$ cat src/rtl/edc_pkg.sv
// Shared SECDED Hamming(39,32) definitions: widths, data-bit position map,
// check-bit generator and word classification.
package edc_pkg;

   localparam int unsigned DATA_W = 32;
   localparam int unsigned ADDR_W = 32;
   localparam int unsigned EDC_W  = 7;
   localparam int unsigned HAM_W  = 6;
   localparam int unsigned POS_W  = 6;

   typedef logic [POS_W-1:0] pos_t;

   typedef enum logic [1:0] {
      EDC_CLEAN = 2'd0,
      EDC_CE    = 2'd1,
      EDC_UE    = 2'd2
   } edc_class_e;

   typedef struct packed {
      edc_class_e        cls;
      logic [EDC_W-1:0]  syn;
      logic [DATA_W-1:0] data;
   } edc_dec_t;

   // Codeword position of d0..d31 (powers of two are reserved for check bits).
   localparam pos_t DATA_POS [DATA_W] = '{
      6'd3,  6'd5,  6'd6,  6'd7,  6'd9,  6'd10, 6'd11, 6'd12,
      6'd13, 6'd14, 6'd15, 6'd17, 6'd18, 6'd19, 6'd20, 6'd21,
      6'd22, 6'd23, 6'd24, 6'd25, 6'd26, 6'd27, 6'd28, 6'd29,
      6'd30, 6'd31, 6'd33, 6'd34, 6'd35, 6'd36, 6'd37, 6'd38
   };

   function automatic logic [HAM_W-1:0] edc_ham(input logic [DATA_W-1:0] data);
      logic [HAM_W-1:0] c;
      c = '0;
      for (int i = 0; i < DATA_W; i++) begin
         for (int k = 0; k < HAM_W; k++) begin
            if (DATA_POS[i][k]) c[k] = c[k] ^ data[i];
         end
      end
      return c;
   endfunction

   function automatic logic [EDC_W-1:0] edc_gen(input logic [DATA_W-1:0] data);
      logic [HAM_W-1:0] c;
      c = edc_ham(data);
      return {^{data, c}, c};
   endfunction

endpackage

$ cat src/rtl/edc_syndrome.sv
// Combinational SECDED decode: syndrome, overall parity, class and corrected data.
module edc_syndrome import edc_pkg::*; #(
   parameter int unsigned EDC_CORRECT = 1
) (
   input  logic [DATA_W-1:0] data_i,
   input  logic [EDC_W-1:0]  edc_i,
   output edc_dec_t          dec_c_o
);

   logic [HAM_W-1:0]  ham_c;
   logic [HAM_W-1:0]  syn_c;
   logic              par_c;
   logic              syn_pow2_c;
   logic [DATA_W-1:0] flip_c;

   assign ham_c      = edc_ham(data_i);
   assign syn_c      = ham_c ^ edc_i[HAM_W-1:0];
   assign par_c      = ^{data_i, edc_i};
   assign syn_pow2_c = (syn_c & (syn_c - HAM_W'(1))) == '0;

   // One-hot mask of the data bit at the syndrome position; empty for s > 38.
   always_comb begin
      flip_c = '0;
      for (int i = 0; i < DATA_W; i++) begin
         flip_c[i] = (syn_c == DATA_POS[i]);
      end
   end

   always_comb begin
      dec_c_o.cls  = EDC_UE;
      dec_c_o.syn  = {par_c, syn_c};
      dec_c_o.data = data_i;
      if (!par_c && (syn_c == '0)) begin
         dec_c_o.cls = EDC_CLEAN;
      end else if (par_c && (syn_pow2_c || (|flip_c))) begin
         dec_c_o.cls = EDC_CE;
         if (EDC_CORRECT != 0) dec_c_o.data = data_i ^ flip_c;
      end
   end

endmodule

$ cat config.mk
export PLATFORM = sky130hd
export DESIGN_NAME = edc_syndrome
export DESIGN_NICKNAME = d
export VERILOG_FILES = /design/src/rtl/edc_pkg.sv /design/src/rtl/edc_syndrome.sv
export SDC_FILE = /design/constraint.sdc
export NUM_CORES = 1
export LEC_CHECK = 0
export BUFFER_PORTS_ARGS = -buffer_cell sky130_fd_sc_hd__clkbuf_2
export CORE_MARGIN = 1
export CORE_UTILIZATION = 52
export DETAILED_ROUTE_END_ITERATION = 8
export GPL_TIMING_DRIVEN = 0
export PLACE_DENSITY_LB_ADDON = 0.3
export SLEW_MARGIN = 20
export SYNTH_ARGS = -nofsm -noshare
export SYNTH_HDL_FRONTEND = slang
export SYNTH_SLANG_ARGS = --single-unit
$ cat constraint.sdc
create_clock -name vclk -period 8
set_input_delay 1.6 -clock vclk [all_inputs]
set_output_delay 1.6 -clock vclk [all_outputs]
set_load 0.02 [all_outputs]
=== Word-level counts from Yosys, hierarchy flattened ===
Cells that the tools add are included.

* Add/sub/neg operators: 1
* Reductions and logical operators: 8
* Muxes and demuxes: 4
* Bitwise logic cells: 87
* Eq/ne operators: 32

{| class="wikitable"
|+ Operators by type and width
! kind !! count
|-
| $eq A6 B5 Y1 const B || 15
|-
| $xor A1 B1 Y1 || 84
|-
| $mux W32 || 2
|-
| $eq A6 B4 Y1 const B || 7
|-
| $reduce_xor A39 Y1 || 1
|-
| $eq A6 B6 Y1 const B || 6
|-
| $reduce_or A32 Y1 || 1
|-
| $xor A32 B32 Y32 || 1
|-
| $eq A6 B3 Y1 const B || 3
|-
| $logic_not A6 Y1 || 2
|-
| $and A6 B6 Y6 || 1
|-
| $eq A6 B2 Y1 const B || 1
|-
| $sub A6 B1 Y6 const B || 1
|-
| $xor A6 B6 Y6 || 1
|-
| $mux W2 || 2
|-
| $logic_and A1 B1 Y1 || 2
|-
| $logic_not A1 Y1 || 1
|-
| $logic_or A1 B1 Y1 || 1
|}

* Register bits: 0
* Output and inout port bits: 41

=== Longest topological paths before layout ===
Gate-level depths: netlist of run 1.

* Depth in word-level cells: 25
* Mapped depth: 8
* Depth with buffers taken out: 8

=== Worst setup path after synthesis of run 1 ===
No wires, ideal clock.

* Path kind: input port to output port
* Start: in data_i[25]
* End: out dec_c_o[30] in the netlist's numbering
* Arrival: 4.157 ns
* Setup slack: 2.243 ns
* Cell stages on the path: 7
* Cells stage by stage: xnor3_1 xnor3_2 xnor2_1 nand2b_1 clkbuf_1 nor4_1 xor2_1

{| class="wikitable"
|+ RTL lines
! element !! RTL line !! source
|-
| start: declaration || edc_syndrome.sv:5 || <nowiki>input logic [DATA_W-1:0] data_i,</nowiki>
|-
| end: declaration || edc_syndrome.sv:7 || <nowiki>output edc_dec_t dec_c_o</nowiki>
|}

==> results.txt, run 1 <==
----------------------------------------------------
[Routing]
  Vias ... ~1,400
  WL/cell ... 13.7 µm
  Detailed Routing Iterations Pass 1 ... 4
  Total wire length after detailed routing ... between 3 and 4 mm
  DRC violations left ... 0
  Starting DRC count in detailed routing ... 27
  Detail Route Antenna Nets ... 0
  Routed vias/inst ... 5.21

[Outcome]
  Outcome ... finished, final reports clean

[Critical path]
  Worst Path Arrival ... ~4.4 ns
  Worst endpoint required time ... ~6.4 ns
  Worst Setup Path Type ... in2out
  Type of element launching the critical path ... primary input
  Highest net fanout along the worst path ... 10
  Type of destination of the critical path ... primary output

[STA]
  Final Hold Fails ... 0
  Period Utilization, post-route ... between 70% and 80%
  Slew HR ... a little over half
  Setup Viol. Count Final ... 0
  Total negative setup slack ... 0 ns
  Unrepaired setup endpoints after global routing ... false
  Tightest Pin Transition ... between 0.6 and 0.7 ns
  Timing-limited maximum frequency ... 0.166 GHz
  Total count of max-transition violations in the final report ... 0
  Period minus WS final ... around 6 ns

[Yosys]
  Cell area after technology mapping ... approximately 0.0015 mm²
  Area fraction of the dominant cell type after synthesis ... a little under a quarter
  Warning count from the yosys run ... 0
  Post-synthesis instance total ... approximately 160
  Syn_nets ... a little under 200
  Sequential cell area fraction in the yosys report ... 0%
  Avg Inst Size Synth ... roughly 9.4 µm²
  Library cell occupying the most area in the post-synthesis netlist ... xnor2_1
  Main area contributors after synthesis ... xnor2_1 (23%), xor2_1 (23%), xnor3_1 (20%)
  Top post-synthesis cells by count ... xnor2_1 (39), xor2_1 (39), nor3_1 (15), xnor3_1 (13), nor3_2 (11)
  Count of different cell masters after synthesis ... 27

[Layout]
  Fraction of layout instances using a drive strength above 1 ... a little over two fifths
  Final-layout clock buffer total ... 0
  Layout area overhead ... 29.8%
  Layout Cells excl Fill ... roughly 270
  Storage element area ... 0 µm²
  Fill cell total of the finished layout ... about 200
  Antenna cells ... 0
  Seq cells ... 0
  Multi-input logic area ... roughly 0.0014 mm²
  # nets final ... ~280

[Min path]
  Hold path cells ... 3
  Min-delay worst type ... in2out

[Clocking]
  CTS-repair resized insts ... 0
  Setup Buffers After CTS ... 0
  Hold-fix buffers, CTS ... 0

[Placement]
  Cell Count Post-Placement ... ~270
  Routability congestion estimate from global placement ... between 0.8 and 0.9
  Port Buf Inserts ... 80
  Detailed placer's ending HPWL ... around 3.2 mm

[Pwr]
  Maximum vdd ir drop ... approximately 0.0005 V
  Leakage power of the design ... roughly 0.00096 µW
  Pwr/cell area ... around 390 mW/mm²

[Floorplanning]
  Placement row count ... 18
  Die footprint ... slightly above 0.003 mm²
  Width of the die ... about 55 µm
  Height of the die ... 55.2 µm
  Initial cell density of the core ... 57.2%
  Core Area ... between 0.002 and 0.003 mm²
  Ports placed on the boundary ... 80

[Global route]
  Grt ovf ... 0
  Overall Global Routing Usage ... approximately 25%
  Antenna violations before repair ... 0
  Largest net degree at the start of global routing ... 11
  Number of global-route vias before repair ... between 1,000 and 1,500
  Global-route wire length before repair ... about 5.4 mm

[Run]
  Max_cap viols ... 0

----------------------------------------------------
[metrics by stage]
| step | total power [µW] | util, % | area (µm²) | worst slack [ns] | hold slack [ns] |
|---|---|---|---|---|---|
| 6_report | 740 | 74.3 | 1910 | 1.97 | 3.51 |
| 2_1_floorplan | 566 | - | 1470 | 2.24 | 3.33 |
| 5_1_grt | 800 | 74.3 | 1910 | 1.78 | 3.52 |
| 3_5_place_dp | 735 | 74.3 | 1910 | 2.02 | 3.51 |
| 4_1_cts | 738 | 74.3 | 1910 | 2.02 | 3.51 |
| 3_3_place_gp | 726 | 74.3 | 1910 | 2.05 | 3.51 |
[layout make-up]
type	instances	area share, %
well taps	30	1.97
repair buffers	80	21.0
plain buffers	4	1.44
multi-input cells	149	75.0
inverters	3	0.591
[worst max-delay path, cell delays in order]
cell	delay, ns
clkbuf_2	0.12
xnor3_1	0.41
xor2_1	0.30
xnor3_1	0.39
xnor2_1	0.57
nand2_1	0.28
nor4_1	0.39
xor2_1	0.18
clkbuf_2	0.18
[logic make-up after synthesis]
logic type,after synthesis,share of synthesized area [%]
AO/OA/AOI/OAI,6,3.07
XOR/XNOR,94,71.6
buffers and inverters,7,2.64
AND/OR/NAND/NOR,49,22.7
[layout by cell type, fill, tap and decap left out, drive strengths merged]
| cell | n |
|---|---|
| a31oi | 2 |
| nor4 | 6 |
| or2 | 2 |
| xnor3 | 14 |
| a2bb2oi | 2 |
| buf | 3 |
| xor3 | 1 |
| xnor2 | 40 |
| nand2 | 6 |
| clkbuf | 81 |
| xor2 | 39 |
| inv | 3 |
| nand3b | 2 |
| nor3 | 26 |
| a21boi | 1 |
| nand2b | 5 |
| nor2 | 1 |
| o21a | 1 |
| nand3 | 1 |
[power breakdown]
group / internal, µW / total (µW) / switching [µW]
Combinational: 268 / 740 / 472
Sequential: 0 / 0 / 0
Clock: 0 / 0 / 0
Total: 268 / 740 / 472
[worst paths after layout]
| kind | from | to | slack (ns) |
|---|---|---|---|
| max | data_i[5] | dec_c_o[30] | 1.97 |
| min | data_i[18] | dec_c_o[18] | 3.51 |
[routing by layer]
| metal | GRT usage, % | share of wire [%] | vias to the layer above |
|---|---|---|---|
| li1 | - | - | 697 |
| met1 | 31.5 | 43 | 637 |
| met2 | 48.4 | 52 | 50 |
| met3 | 0.546 | 4.3 | 2 |
| met4 | 2.08 | 0.33 | 0 |
| met5 | 0 | 0 | - |
No activity file was read; power rests on OpenSTA's default activity.
==> inputs of run 2 (changes only) <==
--- a/config.mk
+++ b/config.mk
@@ -7,7 +7,7 @@
 export LEC_CHECK = 0
 export BUFFER_PORTS_ARGS = -buffer_cell sky130_fd_sc_hd__clkbuf_2
 export CORE_MARGIN = 1
-export CORE_UTILIZATION = 52
+export CORE_UTILIZATION = 43
 export DETAILED_ROUTE_END_ITERATION = 8
 export GPL_TIMING_DRIVEN = 0
 export PLACE_DENSITY_LB_ADDON = 0.3
==> constraint.sdc (replaced) <==
create_clock -name vclk -period 5.4
set_input_delay 1.08 -clock vclk [all_inputs]
set_output_delay 1.08 -clock vclk [all_outputs]
set_load 0.02 [all_outputs]
==> run 2 against run 1 <==
Against the previous run: die area up 20%; cell count up 5.3%; critical endpoint is now dec_c_o[7]; sequential cell count stayed put.
==> results.txt, run 2 (synthesis results as in run 1) <==
----------------------------------------------------
[STA]
  Total negative setup slack ... 0 ns (unchanged)
  Final Hold Fails ... 0 (unchanged)
  Total count of max-transition violations in the final report ... 0 (unchanged)
  Period minus WS final ... ~5 ns
  Slew HR ... 55.4% (was 53.5%)
  Tightest Pin Transition ... 0.664 ns (was 0.693 ns)
  Unrepaired setup endpoints after global routing ... false (unchanged)
  Setup Viol. Count Final ... 0 (unchanged)
  Timing-limited maximum frequency ... approximately 0.20 GHz
  Period Utilization, post-route ... about 92%

[Routing]
  Detail Route Antenna Nets ... 0 (unchanged)
  Vias ... 1,357 (was 1,386)
  Total wire length after detailed routing ... 3.85 mm (was 3.64 mm)
  WL/cell ... 13.8 µm (was 13.7 µm)
  Routed vias/inst ... 4.85 (was 5.21)
  DRC violations left ... 0 (unchanged)
  Starting DRC count in detailed routing ... 38 (was 27)
  Detailed Routing Iterations Pass 1 ... 4 (unchanged)

[Pwr]
  Internal power summed over all cells ... 397 µW (was 268 µW)
  Total power ... 1110 µW (was 740 µW)
  Pwr/cell area ... 578 mW/mm² (was 388 mW/mm²)
  Maximum vdd ir drop ... 0.000326 V (was 0.000500 V)
  Share of total power in sequential cells ... 0% (about the same)
  Clock share of power ... 0% (about the same)
  Switching portion of total power ... 64.3% (was 63.8%)
  Combinational cell fraction of total power ... 100.0% (about the same)
  Power spent charging and discharging nets ... 715 µW (was 472 µW)
  Leakage power of the design ... 0.000958 µW (unchanged)

[Critical path]
  Type of destination of the critical path ... primary output (unchanged)
  Crit path largest cell delay ... 0.48 ns (was 0.57 ns)
  Ordered list of cells on the worst path ... clkbuf_2 -> xnor3_1 -> xnor3_2 -> xnor3_1 -> xnor2_4 -> nand3b_1 -> buf_2 -> nor3_1 -> xor2_1 -> clkbuf_2 (was clkbuf_2 -> xnor3_1 -> xor2_1 -> xnor3_1 -> xnor2_1 -> nand2_1 -> nor4_1 -> xor2_1 -> clkbuf_2)
  Worst endpoint required time ... 4.32 ns (was 6.40 ns)
  Type of element launching the critical path ... primary input (unchanged)
  Highest net fanout along the worst path ... 10 (unchanged)
  Worst Path Arrival ... 3.91 ns (was 4.43 ns)
  Slowest stage cell, crit path ... xnor3_1 (was xnor2_1)
  Worst Setup Path Type ... in2out (unchanged)

[Outcome]
  Outcome ... finished, final reports clean (unchanged)

[Global route]
  Antenna violations before repair ... 0 (unchanged)
  Number of global-route vias before repair ... 1,207 (was 1,243)
  Largest net degree at the start of global routing ... 11 (unchanged)
  Grt ovf ... 0 (unchanged)
  Global-route wire length before repair ... 5.77 mm (was 5.40 mm)
  Overall Global Routing Usage ... 21.2% (was 24.9%)

[Placement]
  Cell Count Post-Placement ... 280 (was 266)
  Port Buf Inserts ... 80 (unchanged)
  Routability congestion estimate from global placement ... 0.930 (was 0.851)
  Detailed placer's ending HPWL ... 3.38 mm (was 3.24 mm)
  Post-detailed-placement cell area ... 0.00192 mm² (was 0.00191 mm²)

[Layout]
  Layout area overhead ... 31.0% (was 29.8%)
  Layout Cells excl Fill ... 280 (was 266)
  Final-layout clock buffer total ... 0 (unchanged)
  Storage element area ... 0 µm² (unchanged)
  Seq cells ... 0 (unchanged)
  Design area ... 0.00192 mm² (was 0.00191 mm²)
  # nets final ... 277 (unchanged)
  Most frequent standard cell in the layout excluding fill and tap cells ... clkbuf_2 (unchanged)
  Antenna cells ... 0 (unchanged)
  Commonest non-fill, non-tap cells in the layout ... clkbuf_2 (80), xnor2_1 (39), xor2_1 (39), nor3_1 (15), xnor3_1 (13) (unchanged)
  Fraction of layout instances using a drive strength above 1 ... 42.4% (unchanged)

[Clocking]
  Hold-fix buffers, CTS ... 0 (unchanged)
  CTS-repair resized insts ... 0 (unchanged)
  Setup Buffers After CTS ... 0 (unchanged)

[Min path]
  Min-delay worst type ... in2out (unchanged)
  Hold path cells ... 3 (unchanged)

[Floorplanning]
  Placement row count ... 20 (was 18)
  Die footprint ... 0.00365 mm² (was 0.00304 mm²)
  Ports placed on the boundary ... 80 (unchanged)
  Initial cell density of the core ... 46.6% (was 57.2%)
  Core Area ... 0.00315 mm² (was 0.00257 mm²)
  Height of the die ... 60.4 µm (was 55.2 µm)
  Width of the die ... 60.4 µm (was 55.2 µm)

[Run]
  Max_cap viols ... 0 (unchanged)

----------------------------------------------------
run 2: cell counts in the layout (fill, tap and decap cells not counted):
Identical to the previous run, type by type.
run 2: final timing paths:
check             startpoint    endpoint  slack, ns
setup / recovery  data_i[25]  dec_c_o[7]       0.41
hold / removal     data_i[9]  dec_c_o[9]       2.47
run 2: power by group through the flow:
stage,logic [µW],clock network [µW],registers [µW]
after detailed placement,1100,0,0
after global placement,1110,0,0
after floorplan,838,0,0
after CTS,1110,0,0
after global routing,1190,0,0
final,1110,0,0
run 2: final cells by class:
class                           count  area (µm²)
Fill cell                         318        1230
Inverter                            3        11.3
Timing Repair Buffer               80         400
Tap cell                           44        55.1
Buffer                              4        27.5
Multi-Input combinational cell    149        1430
run 2: critical path, delay by kind of cell:
family                    cells  cell delay (ns)
xor gates and xnor gates      5             1.89
and+or+nand+nor               2             0.38
buffers and inverters         3             0.54
run 2: per-stage QoR:
step | worst slack (ns) | hold slack, ns | util (%)
2_1_floorplan | 0.683 | 2.29 | -
3_3_place_gp | 0.446 | 2.47 | 61.0
3_5_place_dp | 0.392 | 2.47 | 61.0
4_1_cts | 0.389 | 2.48 | 61.0
5_1_grt | 0.230 | 2.49 | 61.0
6_report | 0.411 | 2.47 | 61.0
run 2: layer usage:
metal	GRT usage, %	wire, µm	vias up
li1	-	-	693
met1	29.0	1700	591
met2	38.8	1820	71
met3	1.28	304	2
met4	0.974	21	0
met5	0	0	-
